**src/rtl/instr_mem_loader.sv**
```systemverilog
// Byte-serial instruction-memory loader: packs MSB-first bytes into 32-bit words and writes
// them to consecutive word addresses, then pulses done.
module instr_mem_loader #(
  parameter int unsigned ADDR_W    = 8,
  parameter int unsigned MAX_WORDS = 256
) (
  input  logic              clk,
  input  logic              rst_n,
  input  logic              start,
  input  logic [ADDR_W:0]   num_words,
  input  logic              byte_valid,
  input  logic [7:0]        byte_data,
  output logic              byte_ready,
  output logic              mem_we,
  output logic [31:0]       mem_addr,
  output logic [31:0]       mem_wdata,
  output logic              busy,
  output logic              done,
  output logic              err
);

  localparam logic [ADDR_W:0] MaxWords = (ADDR_W + 1)'(MAX_WORDS);
  localparam logic [ADDR_W:0] OneWord  = (ADDR_W + 1)'(1);

  typedef enum logic [1:0] {StIdle, StCollect, StWrite, StDone} state_e;

  state_e            r_state, w_state_d;
  logic [31:0]       r_word, w_word_d;
  logic [1:0]        r_byte_cnt, w_byte_cnt_d;
  logic [ADDR_W:0]   r_word_cnt, w_word_cnt_d;
  logic [ADDR_W:0]   r_num_words, w_num_words_d;
  logic              r_err, w_err_d;
  logic              w_len_ok;
  logic [ADDR_W:0]   w_word_cnt_inc;

  always_ff @(posedge clk or negedge rst_n) begin
    if (!rst_n) begin
      r_state     <= StIdle;
      r_word      <= '0;
      r_byte_cnt  <= '0;
      r_word_cnt  <= '0;
      r_num_words <= '0;
      r_err       <= 1'b0;
    end else begin
      r_state     <= w_state_d;
      r_word      <= w_word_d;
      r_byte_cnt  <= w_byte_cnt_d;
      r_word_cnt  <= w_word_cnt_d;
      r_num_words <= w_num_words_d;
      r_err       <= w_err_d;
    end
  end

  assign w_len_ok       = (num_words != '0) && (num_words <= MaxWords);
  assign w_word_cnt_inc = r_word_cnt + OneWord;

  always_comb begin
    w_state_d     = r_state;
    w_word_d      = r_word;
    w_byte_cnt_d  = r_byte_cnt;
    w_word_cnt_d  = r_word_cnt;
    w_num_words_d = r_num_words;
    w_err_d       = r_err;
    byte_ready    = 1'b0;
    mem_we        = 1'b0;
    mem_addr      = '0;
    mem_wdata     = '0;
    done          = 1'b0;

    unique case (r_state)
      StIdle: begin
        if (start) begin
          if (w_len_ok) begin
            w_num_words_d = num_words;
            w_err_d       = 1'b0;
            w_word_cnt_d  = '0;
            w_byte_cnt_d  = '0;
            w_word_d      = '0;
            w_state_d     = StCollect;
          end else begin
            w_err_d = 1'b1;
          end
        end
      end
      StCollect: begin
        byte_ready = 1'b1;
        if (byte_valid) begin
          w_word_d     = {r_word[23:0], byte_data};
          w_byte_cnt_d = r_byte_cnt + 2'd1;
          if (r_byte_cnt == 2'd3) begin
            w_state_d = StWrite;
          end
        end
      end
      StWrite: begin
        mem_we       = 1'b1;
        mem_addr     = 32'(r_word_cnt[ADDR_W-1:0]);
        mem_wdata    = r_word;
        w_word_cnt_d = w_word_cnt_inc;
        // Full-width compare so a MAX_WORDS = 2^ADDR_W load terminates instead of wrapping.
        w_state_d    = (w_word_cnt_inc == r_num_words) ? StDone : StCollect;
      end
      StDone: begin
        done      = 1'b1;
        w_state_d = StIdle;
      end
      default: w_state_d = StIdle;
    endcase
  end

  assign busy = (r_state != StIdle);
  assign err  = r_err;

endmodule

```
**config.mk**
```make
export PLATFORM = sky130hd
export DESIGN_NAME = instr_mem_loader
export DESIGN_NICKNAME = d
export VERILOG_FILES = /design/src/rtl/instr_mem_loader.sv
export SDC_FILE = /design/constraint.sdc
export NUM_CORES = 1
export LEC_CHECK = 0
export BUFFER_PORTS_ARGS = -buffer_cell sky130_fd_sc_hd__buf_2
export CAP_MARGIN = 20
export CORE_MARGIN = 4
export CORE_UTILIZATION = 30
export CTS_BUF_LIST = sky130_fd_sc_hd__clkbuf_16
export DETAILED_ROUTE_END_ITERATION = 7
export SYNTH_ARGS = -nofsm -noshare
export SYNTH_HDL_FRONTEND = slang
export SYNTH_SLANG_ARGS = --single-unit
```
**constraint.sdc**
```tcl
create_clock -name clk -period 2.84 [get_ports clk]
set_input_delay 0.426 -clock clk [delete_from_list [all_inputs] [get_ports clk]]
set_output_delay 0.426 -clock clk [all_outputs]
set_load 0.03 [all_outputs]
```
## Yosys cells after proc, flatten, opt, wreduce, memory -nomap -nowiden

Index checks and enable logic that the tools add are counted.

- Bits in registers: 55
- Bits in latches: 0
- RAM bits: 0
- Bits in read-only memories: 0
- Word-level logic and storage cells: 52
- Memories kept: 0

- Add/sub/neg operators: 2
- Multiply operators: 0
- Div/mod/pow operators: 0
- Magnitude comparators: 1
- Equal/unequal tests: 9
- Shift-type cells: 0
- Mux-type cells: 23
- Bitwise logic cells: 0
- Reductions and logical operators: 11

Operators by type and width:

| kind | number |
|---|---|
| $mux W32 | 4 |
| $pmux W32 S2 | 1 |
| $mux W9 | 2 |
| $pmux W9 S2 | 1 |
| $mux W2 | 8 |
| $add A9 B1 Y9 const B | 1 |
| $eq A9 B9 Y1 | 1 |
| $le A9 B9 Y1 const B | 1 |
| $reduce_bool A9 Y1 | 1 |
| $mux W8 | 1 |
| $ne A2 B2 Y1 const B | 4 |
| $pmux W2 S4 | 1 |
| $reduce_and A4 Y1 | 2 |
| $eq A2 B2 Y1 const B | 3 |
| $reduce_and A3 Y1 | 2 |
| $reduce_bool A2 Y1 | 3 |
| $mux W1 | 4 |
| $pmux W2 S2 | 1 |
| $add A2 B1 Y2 const B | 1 |
| $eq A2 B1 Y1 const B | 1 |
| $logic_not A2 Y1 | 1 |
| $reduce_and A2 Y1 | 1 |
| $logic_and A1 B1 Y1 | 1 |

## Longest topological paths before layout

- Word-level depth: 5
- Gate-level depth with buffers: 7
- Mapped depth without buffers: 6

## Least setup slack after synthesis

OpenSTA, ideal clock, no wires.

- Path type: input to register
- Start point: in num_words[5]
- End point: reg r_word[0]
- Setup time: 0.121 ns
- Arrival: 1.897 ns
- Setup slack: 0.822 ns
- Stages on the path: 7
- Buffers on the path: 2
- Cell sequence: or4_4 o21ai_2 nand4b_1 a21o_1 buf_6 buf_12 a22o_2

- Word-level cells in the longest chain between the ends: 4
- Elaborated cells on any way between the ends: 5
- Those cells by class: order compare: 1; eq/ne: 1; reduce/logical: 3

RTL lines:

| element | line | source |
|---|---|---|
| from (decl) | 10 | `input logic [ADDR_W:0] num_words,` |
| $le A9 B9 Y1 / $reduce_bool A9 Y1 (equally long branches) | 54 | `assign w_len_ok = (num_words != '0) && (num_words <= MaxWords);` |
| $logic_and A1 B1 Y1 * | 54 |  |
| $ne A2 B2 Y1 (no source line) * | - |  |
| $reduce_and A4 Y1 (no source line) * | - |  |
| to (signal assigned) | 46 | `r_word <= w_word_d;` |
| to (decl) | 28 | `logic [31:0] r_word, w_word_d;` |

Every way passes the cells marked *; elsewhere a longest branch is shown, timed or not.
A chain may end at the register's enable or synchronous reset.

## Worst setup path after layout

- Start point: reg r_state[0]
- End point: out mem_addr[2]

- Word-level cells in the longest chain between the ends: 2

RTL lines:

| element | line | source |
|---|---|---|
| from (decl) | 27 | `state_e r_state, w_state_d;` |
| from (signal assigned) | 38 | `r_state <= StIdle;` |
| from (signal assigned) | 45 | `r_state <= w_state_d;` |
| $eq A2 B2 Y1 | 70 | `unique case (r_state)` |
| $mux W8 | 70 |  |
| to (decl) | 15 | `output logic [31:0] mem_addr,` |

No other way between the ends.

==> metrics.txt <==
first-pass GRT wire length=10.7 mm; Global Route Usage Sum=11.4%; top-area cell type share of the netlist area=46.1%; clk buf depth=2; TritonCTS Buffers=5; met1 usage=15.4%; Synth warnings=0; Synth Cell Area=about 3000 sq um; GRT busiest layer=met2; crit end category=primary output; Hold Buf Count CTS=0; FMAX=roughly 0.44 GHz; area of the die=11600 sq um; core area=9730 sq um; critical-path maximum fanout=37; number of global-route vias before repair=2150; Final Slew Violations=0; setup_tns=0 ns; Final Wtd Congestion=0.794; run status=finished, final reports clean; sequence of cells on the critical path=nand2b_1 > clkinv_1 > buf_4 > and2_1 > buf_2; Starting Density=30.7%; clk slew on worst S/H paths=around 0.070 ns; Setup crit start kind=flip-flop; Rows=36; total power draw=3.19 mW; TritonRoute pass-1 iters=4; CTS tree=yes; reg2reg start=r_word_cnt[0]; Max-Cap Viols=0; DR vias=2188; Reg-to-Reg End=r_state[1]; Worst EP arrival=1.83 ns; cell area power density=920 nW/um^2; clock sinks=55; Data required, critical path=roughly 2.4 ns; share of cells above drive strength 1=35.8%; Post-CTS Setup Bufs=0; Leakage Power=1.72 nW; number of synthesized flops with an enable pin=0; Mapped Cells=279; vias per cell=4.65; count of state elements after synthesis=55; Final setup violation count=0; post-CTS resize count=0; CP peak stage delay=around 0.45 ns; met3 Use GR=around 1.8%; ANT cells=0; Layout Nets=360; WS Path Type=flip-flop to primary output; crit path to=mem_addr[2]; r2r setup slk=0.69 ns; Filler cells=about 1000; R2R cell count=6; Routed Antenna Nets=0; fin crit period=2.26 ns; grt met2 use=18.7%; die span in x=108 um; Final Cycle Share=between 70% and 80%; Remaining DRCs=0; largest net degree at the start of global routing=38; # IOs=90; Worst Setup SP=r_state[0]; Clock Latency Late Sink=0.29 ns; Synth area leaders=dfrtp_1 46%, a22o_2 9.1%, and2_1 9.0%; Worst Clk Skew=roughly 0.0062 ns; Area Growth Syn to Fin=16.1%; register area share after synthesis=46.1%; Starting DRT DRC Count=108; Max VDD drop=0.388 mV; top_reg_cell synth=dfrtp_1; Async SR Flop Fraction=100%; Congestion Overflow GR=0; Detailed Route WL=6.59 mm; Worst slew margin=57.4%; leading area contributor after synthesis=dfrtp_1; antenna violations before repair=0; die height=108 um; Least-Margin Pin Slew=0.636 ns; Detail Placement HPWL=4.71 mm; clk root buf=clkbuf_16; Avg WL per Cell=14.0 um; # port buffers=65; CP max-delay cell=dfrtp_1; syn_area_per_cell=10.7 sq um; H-tree depth=2; post-synthesis cell type count=39; Final Hold Fails=0; Hold/Removal Path Class=primary input to asynchronous set/reset pin; RSZ-0062 raised after global routing=false
==> power by group <==
| part | total [mW] | internal [mW] | switching, mW |
|---|---|---|---|
| registers | 1.46 | 1.12 | 0.336 |
| logic | 1.04 | 0.520 | 0.523 |
| clock network | 0.684 | 0.412 | 0.273 |
==> metal layers <==
metal  vias up  part of all wire, %
met5         -                    0
met4         0                  1.3
met3         7                  3.9
met2        55                   48
met1      1078                   47
li1       1048                    -
==> area by class of cell <==
class,instances,area (sq um),area share (%)
Multi-Input combinational cell,202,1380,39.8
Timing Repair Buffer,71,370,10.7
Clock buffer,5,125,3.61
Tap cell,133,166,4.80
Clock inverter,3,38.8,1.12
Sequential cell,55,1380,39.7
Inverter,2,7.51,0.217
==> worst max-delay path: cells and delay by family, from the launching register on <==
kind                   cells  cell delay (ns)
buffers and inverters      3             0.60
DFF                        1             0.45
and+or+nand+nor            2             0.48
==> state kept, by name, summed over array words and instances, names as in the netlist <==
register and cells:
err 1, r_byte_cnt 2, r_num_words 9, r_state 2, r_word 32, r_word_cnt 9
==> metrics by stage <==
step	worst slack, ns	std cells	area, sq um	util [%]	hold slack (ns)
6_report	0.583	471	3460	35.6	0.125
5_1_grt	0.428	471	3460	35.6	0.170
4_1_cts	0.553	471	3460	35.6	0.143
3_5_place_dp	0.484	463	3300	33.9	0.449
3_3_place_gp	0.500	463	3300	33.9	0.450
2_1_floorplan	0.822	302	3070	-	0.130
==> cell usage in the layout, fill, tap and decap left out, types with 5 or more instances in the layout <==
cell type	synthesis	layout
a31oi_1	10	10
mux2_2	9	9
a22o_2	27	27
a22o_1	7	7
and2_1	43	43
a21oi_1	8	8
nand3_1	6	6
clkbuf_16	0	5
conb_1	1	24
nand2_1	10	10
buf_4	24	6
dfrtp_1	55	55
nor2_1	8	8
xnor2_1	9	9
o21ai_0	6	6
buf_2	0	65
==> Yosys cell counts (2+ instances only) <==
library cell  instances
nand3_1               6
or4_4                 2
a21oi_1               8
a22o_2               27
dfrtp_1              55
o21a_1                2
o21ai_0               6
nand4_1               4
or3_1                 2
nor2b_1               3
buf_12                3
and2_1               43
buf_4                24
xor2_1                4
nor2_1                8
or2_2                 2
a31oi_1              10
a22o_1                7
a21o_1                3
nand2_1              10
xnor2_1               9
nor4_1                2
mux2_2                9
clkbuf_1             13
ha_1                  2
buf_1                 2
==> kinds of logic (layout without fill, tap and decap cells) <==
group | Yosys count | after routing | share of synthesized area, %
flip-flops | 55 | 55 | 46.1
AND/OR/NAND/NOR | 87 | 87 | 17.2
other | 1 | 24 | 0.126
multiplexers | 9 | 9 | 3.39
AO/OA/AOI/OAI | 67 | 67 | 17.9
adder cells (fa/ha/maj) | 2 | 2 | 0.838
XOR/XNOR | 13 | 13 | 3.81
buffers and inverters | 45 | 81 | 10.6
==> worst min-delay path by stage <==
stage | startpoint | slack [ns] | endpoint
floorplan | rst_n | 0.13 | err
global placement | rst_n | 0.45 | r_num_words[1]
detailed placement | rst_n | 0.45 | r_num_words[1]
CTS | rst_n | 0.14 | err
global route | rst_n | 0.17 | err
finish | rst_n | 0.12 | r_num_words[1]
Note: power is estimated with default switching activity, not from simulation.
